===== src/rtl/latch_load_ctrl.sv =====
// latch_load_ctrl: serial-to-parallel loader for a gate-level D latch bank.
// Bits arrive MSB first on sdi/sdi_valid. When a frame is complete the
// word is registered onto d. After one setup cycle, en pulses for EN_WIDTH
// clocks, and one hold cycle follows. Then the controller returns to IDLE.
// Optional feature macro: LATCH_LOAD_PARITY_EN. When it is defined, the
// frame gains a trailing even-parity bit and perr becomes a sticky error flag.
module latch_load_ctrl #(
  parameter int WIDTH    = 8,
  parameter int EN_WIDTH = 2
) (
  input  logic             clk,
  input  logic             reset,
  input  logic             sdi,
  input  logic             sdi_valid,
  output logic             sdi_ready,
  output logic [WIDTH-1:0] d,
  output logic             en,
  output logic             busy,
  output logic [7:0]       load_count,
  output logic             perr
);

`ifdef LATCH_LOAD_PARITY_EN
  localparam int FRAME = WIDTH + 1;
`else
  localparam int FRAME = WIDTH;
`endif

  typedef enum logic [2:0] {
    IDLE  = 3'd0,
    SHIFT = 3'd1,
    SETUP = 3'd2,
    PULSE = 3'd3,
    HOLD  = 3'd4
  } state_t;

  state_t           state_q, state_d;
  logic [WIDTH-1:0] shreg_q;
  logic [4:0]       bit_cnt_q;
  logic [2:0]       pulse_cnt_q;
  logic [WIDTH-1:0] d_q;
  logic [7:0]       load_count_q;
  logic             en_q, en_d;
  logic             busy_q, busy_d;
  logic             ready_q, ready_d;

  logic             accept_s;
  logic             last_bit_s;
  logic             pulse_last_s;
  logic             parity_ok_s;
  logic [WIDTH-1:0] word_s;

  // A bit is taken only while the registered ready flag is up.
  assign accept_s     = sdi_valid & ready_q;
  assign last_bit_s   = accept_s && (state_q == SHIFT) && (bit_cnt_q == 5'(FRAME - 1));
  assign pulse_last_s = (pulse_cnt_q == 3'(EN_WIDTH - 1));

`ifdef LATCH_LOAD_PARITY_EN
  logic perr_q;
  // The data bits are already in shreg, and sdi is the parity bit. The total count of 1s must be even.
  assign parity_ok_s = ((^shreg_q) ^ sdi) == 1'b0;
  assign word_s      = shreg_q;
  assign perr        = perr_q;
`else
  logic unused_msb_s;
  assign parity_ok_s  = 1'b1;
  assign word_s       = {shreg_q[WIDTH-2:0], sdi};
  assign unused_msb_s = shreg_q[WIDTH-1];
  assign perr         = 1'b0;
`endif

  // State register.
  always_ff @(posedge clk) begin
    if (reset) begin
      state_q <= IDLE;
    end else begin
      state_q <= state_d;
    end
  end

  // Next-state logic. A bad-parity frame goes straight back to IDLE.
  always_comb begin
    state_d = state_q;
    case (state_q)
      IDLE:    state_d = accept_s ? SHIFT : IDLE;
      SHIFT: begin
        if (last_bit_s) begin
          state_d = parity_ok_s ? SETUP : IDLE;
        end else begin
          state_d = SHIFT;
        end
      end
      SETUP:   state_d = PULSE;
      PULSE:   state_d = pulse_last_s ? HOLD : PULSE;
      HOLD:    state_d = IDLE;
      default: state_d = IDLE;
    endcase
  end

  // Output decode from the next state, so the flags are registered in step with state_q.
  always_comb begin
    en_d    = (state_d == PULSE);
    busy_d  = (state_d != IDLE);
    ready_d = (state_d == IDLE) || (state_d == SHIFT);
  end

  // Output registers. Ready is up in IDLE, so it resets to 1.
  always_ff @(posedge clk) begin
    if (reset) begin
      en_q    <= 1'b0;
      busy_q  <= 1'b0;
      ready_q <= 1'b1;
    end else begin
      en_q    <= en_d;
      busy_q  <= busy_d;
      ready_q <= ready_d;
    end
  end

  // Datapath: shift register, bit and pulse counters, the d word, and the strobe counter.
  always_ff @(posedge clk) begin
    if (reset) begin
      shreg_q      <= '0;
      bit_cnt_q    <= 5'd0;
      pulse_cnt_q  <= 3'd0;
      d_q          <= '0;
      load_count_q <= 8'd0;
    end else begin
      if (accept_s) begin
        shreg_q <= {shreg_q[WIDTH-2:0], sdi};
      end
      if (accept_s && (state_q == IDLE)) begin
        bit_cnt_q <= 5'd1;
      end else if (last_bit_s) begin
        bit_cnt_q <= 5'd0;
      end else if (accept_s) begin
        bit_cnt_q <= bit_cnt_q + 5'd1;
      end
      if (last_bit_s && parity_ok_s) begin
        d_q <= word_s;
      end
      if (state_q == PULSE) begin
        pulse_cnt_q <= pulse_cnt_q + 3'd1;
      end else begin
        pulse_cnt_q <= 3'd0;
      end
      if (state_q == HOLD) begin
        load_count_q <= load_count_q + 8'd1;
      end
    end
  end

`ifdef LATCH_LOAD_PARITY_EN
  // Sticky parity error flag. Only reset clears it.
  always_ff @(posedge clk) begin
    if (reset) begin
      perr_q <= 1'b0;
    end else if (last_bit_s && !parity_ok_s) begin
      perr_q <= 1'b1;
    end
  end
`endif

  assign sdi_ready  = ready_q;
  assign d          = d_q;
  assign en         = en_q;
  assign busy       = busy_q;
  assign load_count = load_count_q;

endmodule


===== config.mk =====
export PLATFORM = sky130hd
export DESIGN_NAME = latch_load_ctrl
export DESIGN_NICKNAME = d
export VERILOG_FILES = /design/src/rtl/latch_load_ctrl.sv
export SDC_FILE = /design/constraint.sdc
export NUM_CORES = 1
export LEC_CHECK = 0
export CAP_MARGIN = 20
export CORE_UTILIZATION = 40
export DETAILED_ROUTE_END_ITERATION = 16
export PLACE_DENSITY = 0.66
export SLEW_MARGIN = 20
export SYNTH_ARGS = -nofsm -noshare
export SYNTH_HDL_FRONTEND = slang
export SYNTH_SLANG_ARGS = --single-unit

===== constraint.sdc =====
create_clock -name clk -period 2.05 [get_ports clk]
set_input_delay 0.41 -clock clk [delete_from_list [all_inputs] [get_ports clk]]
set_output_delay 0.41 -clock clk [all_outputs]
set_load 0.05 [all_outputs]

==> flow_summary.toml <==
[clocking]
clk_path_buf_depth = 2
cts_tree = "done"
cts.sinks = 37
cts_setup_buffers = 0
clk_pin_slew_ns = 0.07
cts_htree_levels = 2
clkLatencyLatePin_ns = 0.29
root_buffer = "clkbuf_8"
cts_buffers = 5
cts_resized = 0
cts_hold_buf = 0

[power]
ir_drop_mv = 0.341
p_per_area_nw_per_um2 = 677
finalPower_uw = 1380
p_leak_uw = 0.000689

[cells_and_area]
diodes = 0
drive_above_1_share_pct = 16.6
fill_cells = 380
stdcell_area_sq_um = 2030
finalNonFillerCells = 249
nNetsFinal = 206
area_delta_synth_final_pct = 22.8

[critical_path]
reg2reg_slack_ns = 0.44
r2r_cells = 4
rr_endpoint = "d[3]"
worstPathCellList = "clkdlybuf4s50_1"
path_delay_family = "buffers and inverters"
r2r-start = "state_q[0]"
path_buf_inv = 1
crit_type = "reg2out"
critPathCaptureType = "output pin"
slowest_stage = "clkdlybuf4s50_1"
arrival_ns = 1.57
critPathMaxFanout = 7
max_stage_delay_ns = 0.84
worstPathRequired_ns = 1.64
critPathLaunchType = "flip-flop"

[drt]
totalWireLength_microns = 3240
num_vias = 1278
firstDrtPassIters = 4
wl_per_cell_microns = 13.0
antenna_left = 0
drc = 0
vias_per_cell = 5.13
dr.first_iter.drc_count = 67

[placement]
dp.cells = 241
portBuffers = 22
place_area_sq_um = 1930
dp_hpwl_microns = 2350
place.gp.congestion = 0.727

[synthesis]
async_reset_ff_share_pct = 0
ys_types = 43
synth_warnings = 0
netlist_area_sq_um = 1660
synth_edf_count = 0
syn_inst = 173
syn_area_per_cell_sq_um = 9.57
synth_nets = 181
seq_area_frac_synth_pct = 44.7
synth_seq_cells = 37
synth_ff_type = "dfxtp_1"

[global_routing]
antenna_found_initial = 0
grt_pass1_vias = 1254
grt_pass1_wl_microns = 5460
track_usage_pct = 16.5
grt_max_degree = 16
gr-total-overflow = 0

[floorplanning]
io_pins = 24
core-area_sq_um = 4000
initial_core_util_pct = 41.4
die-height_microns = 66.3
dieArea_sq_um = 4400
rows = 23
fp.dieW_microns = 66.3

[sta]
final.setup_skew_ns = 0.00489
max_freq_ghz = 0.506
rsz0062_at_grt = "no"
tns_ns = 0
worst_pin_slew_ns = 0.503
layout_min_cycle_time_ns = 1.98
hold_violations = 0
relSlewSlack_pct = 66.4
drv_slew = 0
setup_viol = 0
finalCritPeriodShare_pct = 96.4

[min_path]
min_delay_path_depth = 2
hold_path.startpoint = "shreg_q[6]"
hold_path_class = "reg2reg"
hold_end = "shreg_q[6]"

[job]
drv_cap = 0

[run_status]
status = "finished, final reports clean"
## kinds of logic (layout without fill, tap and decap cells)
family	after synthesis	count (layout)	synth area share, %
fa+ha+maj	4	4	3.02
compound gates	25	25	9.68
other cells	1	1	0.227
simple gates	78	78	28.6
buf+inv	13	39	4.84
flops	37	37	44.7
mux	11	11	6.80
xor+xnor	4	4	2.12
## tightest hold or removal path: cells and delay by family, from the launching register on
kind | cells | cell delay, ns
compound gates | 1 | 0.05
simple gates | 1 | 0.05
flops | 1 | 0.31
## state kept, by name, summed over array words and instances, names as in the netlist
register,count
en,1
shreg_q,7
bit_cnt_q,5
busy,1
d,8
load_count,8
state_q,3
sdi_ready,1
pulse_cnt_q,3
## cells in the final DEF, fill, tap and decap left out, drive strengths merged, types with 2 or more instances in the layout
master         instances
dfxtp                 37
clkdlybuf4s50         22
nand2                 19
or2b                  14
nor2                  10
a21oi                 10
mux2i                  9
clkbuf                 7
buf                    7
nand3                  5
or3                    5
ha                     4
nand2b                 3
nand4                  3
nor2b                  3
or4                    3
o21ai                  3
xnor2                  3
nor3                   3
inv                    2
mux2                   2
o31ai                  2
nor3b                  2
nand3b                 2
o21bai                 2
a2111oi                2
## area by class of cell
type                       instances  area, sq um  share of cell area (%)
tap                               50         62.6                    3.08
clock buffer                       7         96.3                    4.74
multi-input combinational        123          835                    41.1
inverter                           2         7.51                   0.369
sequential                        37          741                    36.5
timing repair buffer              29          285                    14.0
clock inverter                     1         5.00                   0.246
## metrics by stage
step           hold slack, ns  worst slack, ns  util, %
6_report                0.452           0.0747     50.8
5_1_grt                 0.476           0.0460     50.8
4_1_cts                 0.453           0.0697     50.8
3_5_place_dp            0.443           0.0990     48.3
3_3_place_gp            0.432            0.232     48.3
2_1_floorplan           0.421            0.390        -
## synthesized netlist by cell type, types with 4 or more instances
cell type / n / share of area (%)
clkbuf_1: 5 / 1.1
dfxtp_1: 37 / 45
ha_1: 4 / 3.0
mux2i_1: 9 / 5.4
nand3_1: 5 / 1.5
or2b_2: 12 / 6.3
nor2_1: 10 / 2.3
nand2_1: 19 / 4.3
or3_1: 5 / 1.9
a21oi_1: 10 / 3.0
## how the worst max path moves through the flow
stage,endpoint,from,cells after the start,slack (ns)
CTS,load_count[3],load_count[3],1,0.07
detailed placement,bit_cnt_q[3],sdi_valid,4,0.1
floorplan,bit_cnt_q[3],sdi_ready,3,0.39
global route,load_count[3],load_count[3],1,0.05
global placement,bit_cnt_q[3],sdi_valid,4,0.23
finish,load_count[3],load_count[3],1,0.07
## routing by layer
layer	global-route usage [%]	up-vias	wire length (microns)
li1	-	642	-
met1	19.5	605	1540
met2	27.9	24	1530
met3	3.79	7	105
met4	7.98	0	66
met5	0	-	0
## report_power, final
| group | total, uW | leakage (uW) | switching [uW] | internal, uW |
|---|---|---|---|---|
| Sequential | 737 | 0.000299 | 9.12 | 728 |
| Combinational | 81.1 | 0.000335 | 47.9 | 33.2 |
| Clock | 557 | 0.0000542 | 254 | 304 |
(Power assumes the default switching activity.)
